$ cat config.mk
export PLATFORM = sky130hd
export DESIGN_NAME = bcd_down_timer_flat
export DESIGN_NICKNAME = d
export VERILOG_FILES = /design/src/rtl/bcd_down_timer_if.sv /design/src/rtl/bcd_down_timer.sv /design/src/flat_wrapper.sv
export SDC_FILE = /design/constraint.sdc
export NUM_CORES = 1
export LEC_CHECK = 0
export BUFFER_PORTS_ARGS = -buffer_cell sky130_fd_sc_hd__clkbuf_2
export CORE_MARGIN = 2
export CORE_UTILIZATION = 54
export DETAILED_ROUTE_END_ITERATION = 8
export GPL_TIMING_DRIVEN = 0
export PLACE_DENSITY = 0.8
export SLEW_MARGIN = 0
export SYNTH_ARGS = -nofsm -noshare
export SYNTH_HDL_FRONTEND = slang
export SYNTH_SLANG_ARGS = --single-unit
$ cat constraint.sdc
create_clock -name clk -period 2.6 [get_ports clk]
set_input_delay 0.13 -clock clk [delete_from_list [all_inputs] [get_ports clk]]
set_output_delay 0.13 -clock clk [all_outputs]
set_load 0.01 [all_outputs]
$ cat src/rtl/bcd_down_timer_if.sv
// bcd_down_timer_if: load/control inputs and count/status outputs of the BCD down timer
interface bcd_down_timer_if;
  logic       ldn;
  logic [7:0] data_in;
  logic       start;
  logic       pause;
  logic       tick;
  logic [7:0] q_out;
  logic       bo;
  logic       done;
  logic [1:0] state_out;
  modport master (output ldn, data_in, start, pause, tick, input q_out, bo, done, state_out);
  modport slave (input ldn, data_in, start, pause, tick, output q_out, bo, done, state_out);
endinterface

$ cat src/rtl/bcd_down_timer.sv
// bcd_down_timer: two-digit BCD down counter with prescaler and IDLE/RUN/PAUSE/DONE FSM
// Optional BCD_DOWN_TIMER_AUTO_RELOAD_EN: DONE lasts one cycle, then reloads and resumes RUN.
module bcd_down_timer #(
  parameter int TICK_DIV = 1
) (
  input logic clk,
  input logic clrn,
  bcd_down_timer_if.slave bus
);
  typedef enum logic [1:0] {IDLE = 2'd0, RUN = 2'd1, PAUSE = 2'd2, DONE = 2'd3} state_t;
  state_t state, state_nx;
  logic [7:0] q, q_nx, ld_val, dec;
  logic [3:0] psc, psc_nx;
  logic done_r, done_nx, step;
`ifdef BCD_DOWN_TIMER_AUTO_RELOAD_EN
  logic [7:0] reload;
`endif
  assign ld_val = {bus.data_in[7:4] > 4'd9 ? 4'd9 : bus.data_in[7:4],
                   bus.data_in[3:0] > 4'd9 ? 4'd9 : bus.data_in[3:0]};
  assign dec = q[3:0] == 4'd0 ? {q[7:4] - 4'd1, 4'd9} : {q[7:4], q[3:0] - 4'd1};
  assign step = psc == 4'(TICK_DIV - 1);
  always_ff @(posedge clk) begin
    if (!clrn) begin
      state <= IDLE;
      q <= 8'h00;
      psc <= 4'd0;
      done_r <= 1'b0;
    end else begin
      state <= state_nx;
      q <= q_nx;
      psc <= psc_nx;
      done_r <= done_nx;
    end
  end
`ifdef BCD_DOWN_TIMER_AUTO_RELOAD_EN
  always_ff @(posedge clk) begin
    if (!clrn) reload <= 8'h00;
    else if (!bus.ldn) reload <= ld_val;
  end
`endif
  // priority: load, then pause, then start, then count
  always_comb begin
    state_nx = state;
    q_nx = q;
    psc_nx = psc;
    done_nx = 1'b0;
    if (!bus.ldn) begin
      state_nx = IDLE;
      q_nx = ld_val;
      psc_nx = 4'd0;
    end else begin
      case (state)
        IDLE: if (!bus.pause && bus.start) begin
          state_nx = q == 8'h00 ? DONE : RUN;
          done_nx = q == 8'h00;
        end
        RUN: if (bus.pause) state_nx = PAUSE;
        else if (bus.tick) begin
          psc_nx = step ? 4'd0 : psc + 4'd1;
          if (step) begin
            q_nx = dec;
            state_nx = dec == 8'h00 ? DONE : RUN;
            done_nx = dec == 8'h00;
          end
        end
        PAUSE: if (!bus.pause && bus.start) state_nx = RUN;
        DONE: begin
`ifdef BCD_DOWN_TIMER_AUTO_RELOAD_EN
          if (reload != 8'h00) begin
            state_nx = RUN;
            q_nx = reload;
            psc_nx = 4'd0;
          end
`endif
        end
      endcase
    end
  end
  always_comb begin
    bus.q_out = q;
    bus.done = done_r;
    bus.state_out = state;
    bus.bo = state == RUN && q == 8'h00 && bus.tick;
  end
endmodule

$ cat src/flat_wrapper.sv
// flat-port wrapper written by rule: the top's interface ports become plain ports
module bcd_down_timer_flat 
#(
  parameter int TICK_DIV = 1
)
  (clk, clrn, bus_ldn, bus_data_in, bus_start, bus_pause, bus_tick, bus_q_out, bus_bo, bus_done, bus_state_out);
  bcd_down_timer_if bus_i ();
  input logic clk;
  input logic clrn;
  input wire logic [$bits(bus_i.ldn)-1:0] bus_ldn;
  input wire logic [$bits(bus_i.data_in)-1:0] bus_data_in;
  input wire logic [$bits(bus_i.start)-1:0] bus_start;
  input wire logic [$bits(bus_i.pause)-1:0] bus_pause;
  input wire logic [$bits(bus_i.tick)-1:0] bus_tick;
  output wire logic [$bits(bus_i.q_out)-1:0] bus_q_out;
  output wire logic [$bits(bus_i.bo)-1:0] bus_bo;
  output wire logic [$bits(bus_i.done)-1:0] bus_done;
  output wire logic [$bits(bus_i.state_out)-1:0] bus_state_out;
  assign bus_i.ldn = bus_ldn;
  assign bus_i.data_in = bus_data_in;
  assign bus_i.start = bus_start;
  assign bus_i.pause = bus_pause;
  assign bus_i.tick = bus_tick;
  assign bus_q_out = bus_i.q_out;
  assign bus_bo = bus_i.bo;
  assign bus_done = bus_i.done;
  assign bus_state_out = bus_i.state_out;
  bcd_down_timer #(.TICK_DIV(TICK_DIV)) u_core (.clk(clk), .clrn(clrn), .bus(bus_i));
endmodule
==> impl_metrics.env <==
export IMPL_status="finished clean"
export IMPL_synth_net_count=135
export IMPL_p_clk_share_pct=28.4
export IMPL_drc_errors=0
export IMPL_wl_per_cell_um=12.78
export IMPL_max_freq_ghz=0.4685
export IMPL_startpoint="u_core.bus.state_out[0]"
export IMPL_placement_io_buffers=25
export IMPL_postRouteWirelength_um=2032
export IMPL_post_synth_top_area_cell="dfxtp_1"
export IMPL_mappedNetlistArea_um2=948.4
export IMPL_tritoncts="done"
export IMPL_crit_path_start_kind="register"
export IMPL_power_density_nw_per_um2=443.8
export IMPL_cts_setup_buffers=0
export IMPL_dr_pass1_iters=4
export IMPL_die_width_um=45.91
export IMPL_globalplace_congestion=0.7842
export IMPL_synth_ff_latch_count=15
export IMPL_area_growth_synth_to_final_pct=18.21
export IMPL_fraction_of_the_mapped_netlist_area_in_simple_logic_gates_pct=29.55
export IMPL_path_max_fanout=5
export IMPL_synth_top_family_by_area="simple AND/OR/NAND/NOR gates"
export IMPL_synth_cell_types=40
export IMPL_grt_setup_unrepaired="no"
export IMPL_grt_pass1_vias=793
export IMPL_finalMaxSlewViolations=0
export IMPL_syn_avg_cell_area_um2=8.393
export IMPL_number_of_standard_cell_rows_in_the_floorplan=15
export IMPL_static_leakage_power_nw=0.4766
export IMPL_antenna_cells=0
export IMPL_grt_first_pass_wirelength_um=3305
export IMPL_timing_critical_path_required_ns=2.78
export IMPL_synth_mux_area_fraction_pct=2.243
export IMPL_post_synth_fa_ha_maj_area_fraction_pct=10.55
export IMPL_multi_input_comb_area_um2=598.1
export IMPL_die_footprint_um2=2108
export IMPL_post_cts_resized=0
export IMPL_synth_top_area_share_pct=31.66
export IMPL_drt_vias_per_instance=5.748
export IMPL_pwr_share_comb_pct=20.9
export IMPL_cpMaxStageDelayCell="a221oi_1"
export IMPL_die_height_um=45.91
export IMPL_core_region_area_um2=1689
export IMPL_grt_total_usage_pct=21.45
export IMPL_setup_worst_path_class="register to register"
export IMPL_synth_edf_count=0
export IMPL_synth_top_cells_by_count="dfxtp_1 (15), inv_1 (11), nor2_1 (11), ha_1 (8), a21oi_1 (7)"
export IMPL_drt_iter0_drc=14
export IMPL_hold_path_startpoint="bus_data_in[5]"
export IMPL_crit_chain="inv_1 > ha_1 > or2_2 > a221oi_1 > nor4bb_1 > nor3_1"
export IMPL_insertion_delay_of_the_later_clocked_pin_in_the_worst_skew_pair_ns=0.29
export IMPL_global_route_overflow_total=0
export IMPL_finalSetupViolCount=0
export IMPL_synth_top_cells_by_area="dfxtp_1 (32%), ha_1 (11%), inv_1 (4.4%)"
export IMPL_transition_at_the_pin_with_the_smallest_max_transition_slack_ns=0.6052
export IMPL_finish_utilization_pct=66.37
export IMPL_htree_num_levels=1
export IMPL_period_needed_ns=2.134
export IMPL_critical_path_reg2reg_startpoint="u_core.bus.state_out[0]"
export IMPL_clkSinkCount=15
export IMPL_syn_inst=113
export IMPL_cap_violations=0
export IMPL_detailed_place_hpwl_um=1630
export IMPL_detail_route_antenna_nets=0
export IMPL_fin_setup_tns_ns=0
export IMPL_arrival_ns=2.31
export IMPL_seq_area_um2=300.3
export IMPL_floorplan_io_pins=26
export IMPL_holdWs_ns=0.08031
export IMPL_sequentialPowerShare_pct=50.7
export IMPL_power_net_switching_uw=151.4
export IMPL_final_period_utilization_pct=82.09
export IMPL_finalHoldViolations=0
export IMPL_fraction_of_the_yosys_area_taken_by_sequential_cells_pct=31.66
export IMPL_synth_async_reset_ratio_pct=0
export IMPL_switching_fraction_pct=30.42
export IMPL_synth_compound_gate_area_share_pct=17.02
export IMPL_critPathCaptureType="register"
export IMPL_n_fill_cell=153
export IMPL_route_vias_total=914
export IMPL_max_clock_path_buffers=2
export IMPL_power_report_internal_total_uw=346.2
export IMPL_clk_root_buffer_cell="clkbuf_4"
export IMPL_initial_core_utilization_pct=56.15
export IMPL_max_slew_margin_rel_pct=59.65
export IMPL_synth_yosys_warnings=0
export IMPL_synth_ff_type="dfxtp_1"
export IMPL_post_synth_xor_area_fraction_pct=3.694
export IMPL_synth_most_common_cell="dfxtp_1"
export IMPL_cts_buffers=3
export IMPL_cts_reportedPaths_clkPinSlew_ns=0.10
export IMPL_final_net_count=165
export IMPL_vdd_ir_drop_max_v=0.0002677
export IMPL_grt_antenna_before_repair=0
export IMPL_holdCritPathClass="input port to register"
export IMPL_drive_above_1_share_pct=27.46
export IMPL_grt_max_degree=11
export IMPL_fin_skew_ns=0.003316
export IMPL_slowest_delay_ns=0.55
export IMPL_hold_buffers=0
==> path summary, 6_finish.rpt <==
path                              to  cells after the start  slack [ns]
max          u_core.bus.state_out[0]                      6        0.47
min              u_core.bus.q_out[5]                      3        0.08
max reg2reg  u_core.bus.state_out[0]                      6        0.47
min reg2reg            u_core.psc[1]                      2        0.50
==> cells in the final DEF (no fill, tap or decap), drive strengths merged, types with 2 or more instances in the layout <==
cell	count
a211oi	3
or4	2
nand4	2
nand3	5
xor2	3
a221oi	2
inv	11
nor2b	2
nand2	6
nor3	6
a31oi	2
o21ai	7
nor2	11
dfxtp	15
clkbuf	31
a21oi	7
ha	8
==> metrics by stage <==
stage          std cells  cell area, um2  power, mW  setup slack (ns)
5_1_grt              159            1121     0.5223            0.3894
4_1_cts              159            1121     0.4945            0.5293
2_1_floorplan        113           948.4     0.3214            0.7405
3_5_place_dp         155            1095     0.3605            0.5420
6_report             159            1121     0.4976            0.4657
3_3_place_gp         155            1095     0.3561            0.6552
==> sequential cells by signal, summed over array words and instances, names as in the netlist <==
name and flops:
u_core.bus.state_out 2, u_core.psc 4, u_core.bus.q_out 8, u_core.bus.done 1
==> power groups by stage <==
stage	Combinational, mW	Clock [mW]	Sequential, mW
global placement	0.0994	0	0.257
floorplan	0.0611	0	0.260
detailed placement	0.103	0	0.257
CTS	0.104	0.139	0.252
global route	0.117	0.152	0.254
finish	0.104	0.141	0.252
==> metal layers <==
layer | share of wire, % | global-route usage [%] | up-vias
li1 | - | - | 467
met1 | 46 | 27.27 | 429
met2 | 50 | 36.94 | 14
met3 | 3.1 | 3.571 | 4
met4 | 0.94 | 5.714 | 0
met5 | 0 | 0 | -
==> cell families after synthesis <==
logic type	Yosys count
AOI/OAI and AO/OA	25
xor gates and xnor gates	4
adders and majority gates	8
buffers and inverters	13
DFF	15
muxes	2
and+or+nand+nor	46
==> critical path, delay by kind of cell (launching register included) <==
kind            cells  cell delay [ns]
compound gates      1             0.55
fa+ha+maj           1             0.21
simple gates        3             0.76
buf+inv             1             0.09
flops               1             0.42
==> layout make-up <==
class	count	area share, %
clock buffer	4	2.344
buffer	2	0.7812
timing repair buffer	25	11.16
sequential	15	26.79
inverter	11	3.683
tap	17	1.897
multi-input combinational	85	53.35
(Power assumes the default switching activity.)
